===== src/rtl/vdecoder.sv =====
// vdecoder: hard-decision register-exchange Viterbi decoder for the rate-1/2 K=3 code (g0=1+D, g1=1+D+D^2)
module vdecoder #(
  parameter int TB   = 8,
  parameter int PM_W = 6
) (
  input  logic clock,
  input  logic reset,
  input  logic in,
  input  logic in_valid,
  output logic out,
  output logic out_valid
);
  localparam int CW = $clog2(TB + 1);
  localparam logic [PM_W-1:0] PM_MAX  = '1;
  localparam logic [PM_W-1:0] PM_INIT = PM_W'((1 << (PM_W - 1)) - 1);
  logic            phase_q, phase_d, r0_q, r0_d, pend_q, pend_d;
  logic            out_q, out_d, out_valid_q, out_valid_d;
  logic [CW-1:0]   cnt_q, cnt_d;
  logic [PM_W-1:0] pm_q [4];
  logic [PM_W-1:0] pm_d [4];
  logic [TB-1:0]   path_q [4];
  logic [TB-1:0]   path_d [4];
  logic [PM_W:0]   nm [4];
  logic [PM_W:0]   nrm [4];
  logic            sel [4];
  logic [PM_W:0]   mn;
  logic [1:0]      best;
  logic            acs;
  assign acs = in_valid & phase_q;
  function automatic logic [PM_W:0] bm(input logic a, input logic b, input logic e0, input logic e1);
    return (PM_W+1)'(a ^ e0) + (PM_W+1)'(b ^ e1);
  endfunction
  for (genvar n = 0; n < 4; n++) begin : g_acs
    localparam logic N1 = n[1];
    localparam logic N0 = n[0];
    logic [PM_W:0] c0, c1;
    assign c0     = {1'b0, pm_q[{N0, 1'b0}]} + bm(r0_q, in, N1 ^ N0, N1 ^ N0);
    assign c1     = {1'b0, pm_q[{N0, 1'b1}]} + bm(r0_q, in, N1 ^ N0, ~(N1 ^ N0));
    assign sel[n] = c1 < c0;
    assign nm[n]  = sel[n] ? c1 : c0;
    assign nrm[n] = nm[n] - mn;
  end
  // smallest candidate metric, subtracted from all four to keep min pm at zero
  always_comb begin
    logic [PM_W:0] m01, m23;
    m01 = nm[1] < nm[0] ? nm[1] : nm[0];
    m23 = nm[3] < nm[2] ? nm[3] : nm[2];
    mn  = m23 < m01 ? m23 : m01;
  end
  // best state on registered metrics, ties go to the lowest index
  always_comb begin
    logic [1:0] b01, b23;
    b01  = pm_q[1] < pm_q[0] ? 2'd1 : 2'd0;
    b23  = pm_q[3] < pm_q[2] ? 2'd3 : 2'd2;
    best = pm_q[b23] < pm_q[b01] ? b23 : b01;
  end
  // pairing, add-compare-select, normalisation and output staging
  always_comb begin
    phase_d     = in_valid ? ~phase_q : phase_q;
    r0_d        = in_valid && !phase_q ? in : r0_q;
    cnt_d       = acs && cnt_q != CW'(TB) ? cnt_q + 1'b1 : cnt_q;
    pend_d      = acs && cnt_d == CW'(TB);
    out_d       = pend_q ? path_q[best][TB-1] : out_q;
    out_valid_d = pend_q;
    for (int n = 0; n < 4; n++) begin
      pm_d[n]   = !acs ? pm_q[n] : nrm[n] > {1'b0, PM_MAX} ? PM_MAX : nrm[n][PM_W-1:0];
      path_d[n] = acs ? {path_q[{n[0], sel[n]}][TB-2:0], n[1]} : path_q[n];
    end
  end
  // state registers with asynchronous clear
  always_ff @(posedge clock or negedge reset) begin
    if (!reset) begin
      phase_q     <= 1'b0;
      r0_q        <= 1'b0;
      cnt_q       <= '0;
      pend_q      <= 1'b0;
      out_q       <= 1'b0;
      out_valid_q <= 1'b0;
      for (int i = 0; i < 4; i++) begin
        pm_q[i]   <= i == 0 ? '0 : PM_INIT;
        path_q[i] <= '0;
      end
    end else begin
      phase_q     <= phase_d;
      r0_q        <= r0_d;
      cnt_q       <= cnt_d;
      pend_q      <= pend_d;
      out_q       <= out_d;
      out_valid_q <= out_valid_d;
      for (int i = 0; i < 4; i++) begin
        pm_q[i]   <= pm_d[i];
        path_q[i] <= path_d[i];
      end
    end
  end
  assign out       = out_q;
  assign out_valid = out_valid_q;
endmodule


===== config.mk =====
export PLATFORM = sky130hd
export DESIGN_NAME = vdecoder
export DESIGN_NICKNAME = d
export VERILOG_FILES = /design/src/rtl/vdecoder.sv
export SDC_FILE = /design/constraint.sdc
export NUM_CORES = 1
export LEC_CHECK = 0
export ABC_AREA = 1
export CAP_MARGIN = 10
export CORE_MARGIN = 8
export CORE_UTILIZATION = 45
export CTS_CLUSTER_DIAMETER = 100
export DETAILED_ROUTE_END_ITERATION = 12
export GPL_TIMING_DRIVEN = 0
export SYNTH_ARGS = -nofsm -noshare
export SYNTH_HDL_FRONTEND = slang
export SYNTH_SLANG_ARGS = --single-unit

===== constraint.sdc =====
create_clock -name clock -period 10.6 [get_ports clock]
set_input_delay 2.12 -clock clock [delete_from_list [all_inputs] [get_ports clock]]
set_output_delay 2.12 -clock clock [all_outputs]
set_load 0.005 [all_outputs]

==> impl_metrics.json <==
{
  "cp-startpoint": "in",
  "hold_class": "reg -> reg",
  "nFillCells": 1731,
  "netlist_top_cells_area": "nand2_1, dfrtp_1, ha_1, inv_1, nand3_1",
  "synth.distinct_cells": 49,
  "finalHoldViolCount": 0,
  "die_h_um": 147,
  "cts_resized": 0,
  "status": "finished clean",
  "seq_area_frac_synth_pct": 19.8,
  "rsz0062_at_grt": "no",
  "fmax_mhz": 101,
  "endpoint_kind": "flip-flop",
  "yosysTopAreaCell": "nand2_1",
  "synth.avg_cell_area_um2": 6.34,
  "cts_setup_buffers": 0,
  "drt-vias-per-instance": 5.24,
  "synth_top_area_share_pct": 16.8,
  "totalWireLength_mm": 23.6,
  "grt_max_degree": 33,
  "startpoint_type": "input port",
  "synth-main-ff-cell": "dfrtp_1",
  "die_x_um": 147,
  "dieArea_um2": 21500,
  "cts_tree": "built",
  "drc": 0,
  "skew_ns": 0.0137,
  "dr.pass1.iters": 5,
  "drive_above_1_share_pct": 13.1,
  "worstSetupPathType": "in -> reg",
  "crit_fanout": 10,
  "ant_nets": 0,
  "maxSlewHeadroom_pct": 44.7,
  "yosysWarnings": 0,
  "setup-tns-final_ns": 0,
  "path_delay_family": "simple AND/OR/NAND/NOR gates",
  "ys_async_sr_fraction_pct": 100,
  "cts_sinks": 60,
  "synth.most_common_cell": "nand2_1",
  "wire_per_inst_um": 16.3,
  "grt_overflow": 0,
  "cp_data_arrival_time_ns": 10.17,
  "core_area_um2": 16600,
  "insertion_delay_ns": 0.35,
  "cts-htree-levels": 3,
  "vias": 7597,
  "path_clk_slew_ns": 0.06,
  "critPathRequiredTime_ns": 10.89,
  "synth_nets": 1283,
  "io_pins": 6,
  "clockBufferDepth": 2,
  "drv_slew": 0,
  "yosys-top-cells-count": "nand2_1, inv_1, nand3_1",
  "cts_buffers": 9,
  "antenna_found_initial": 0,
  "hpwl_mm": 19.1,
  "drt_iter0_drc": 501,
  "ctsHoldBuffers": 0,
  "max_stage_delay_ns": 0.56,
  "synth_enable_flop_cells": 0,
  "placedCellCount": 1435,
  "grt_pass1_vias": 7006,
  "setup_viol": 0,
  "fin_nets": 1300,
  "hp-start": "out_valid_d",
  "place.gp.congestion": 1.01,
  "worst_pin_slew_ns": 0.829,
  "io_buffer_count": 5,
  "synth_area_um2": 7670,
  "crit_buf_inv": 12,
  "fin_crit_sh_pct": 93.2,
  "slowest_stage": "clkdlybuf4s50_1",
  "period_needed_ns": 9.88,
  "root_buffer": "clkbuf_16",
  "regArea_um2": 1520,
  "fin_cells": 1451,
  "grt_pass1_wl_mm": 37.2,
  "areaGrowthSynthToFinish_pct": 8.04,
  "multi_input_area_um2": 5190,
  "reg2reg_from": "r0_q",
  "start_util_pct": 46.1,
  "track_usage_pct": 21.9,
  "synthCells": 1209,
  "n_antenna_cell": 0,
  "drv_cap": 0,
  "rows": 47,
  "synth.ff_latch_count": 60
}
==> cells by family (layout without fill, tap and decap cells) <==
group / after synthesis / in the layout / share of synthesized area (%)
AO/OA/AOI/OAI: 171 / 171 / 12.2
buffers and inverters: 227 / 249 / 12.5
AND/OR/NAND/NOR: 639 / 639 / 38.9
adder cells (fa/ha/maj): 70 / 70 / 11.4
flip-flops: 60 / 60 / 19.8
XOR/XNOR: 42 / 42 / 5.09
==> cell usage in the layout, fill, tap and decap left out, types with 30 or more instances in the layout <==
cell     netlist  final
o21ai_0       74     74
nand2_1      344    344
inv_1        174    174
xor2_1        30     30
nand2_2       49     49
nor2_1        53     53
nand3_1      123    123
dfrtp_1       45     45
ha_1          70     70
a21oi_1       43     43
==> metrics by stage <==
step                      setup slack, ns  cell area (um2)  hold WS [ns]  utilization [%]
after CTS                           0.753             8290         0.414             49.8
after global routing                0.142             8290         0.436             49.8
final                               0.717             8290         0.412             49.8
after floorplan                      2.65             7670         0.369                -
after detailed placement            0.398             8010         0.397             48.1
after global placement              0.446             7990         0.392             48.0
==> layout make-up <==
cell class / count / share of cell area, %
well taps: 220 / 3.32
plain buffers: 31 / 2.61
multi-input cells: 922 / 62.6
clock buffers: 9 / 2.72
repair buffers: 6 / 0.785
clock inverters: 7 / 0.619
inverters: 196 / 8.97
flip-flops and latches: 60 / 18.3
==> final timing paths <==
| check | to | slack, ns | depth (start not counted) |
|---|---|---|---|
| min in group asynchronous | cnt_q[3] | 1.84 | 1 |
| hold reg to reg | out_valid | 0.41 | 0 |
| max in group asynchronous | pm_q[10] | 8.06 | 2 |
| setup / recovery | pm_q[7] | 0.72 | 48 |
| setup reg to reg | pm_q[7] | 2.66 | 47 |
| hold / removal | out_valid | 0.41 | 0 |
==> metal layers <==
layer,vias up,global-route usage (%),part of all wire (%)
met4,0,9.07,3.5
met5,-,0,0
met3,44,2.63,4.0
met2,202,36.3,46
met1,3429,28.2,47
li1,3922,-,-
==> flip-flops by register name, summed over array words and instances, names as in the netlist <==
register and flops:
out 1, path_q 27, r0_q 1, cnt_q 4, out_valid_d 1, phase_q 1
out_valid 1, pm_q 24
Power is left out: the tool's default activity adds up to more than one toggle a clock period on the data nets, which glitch-free logic cannot reach.
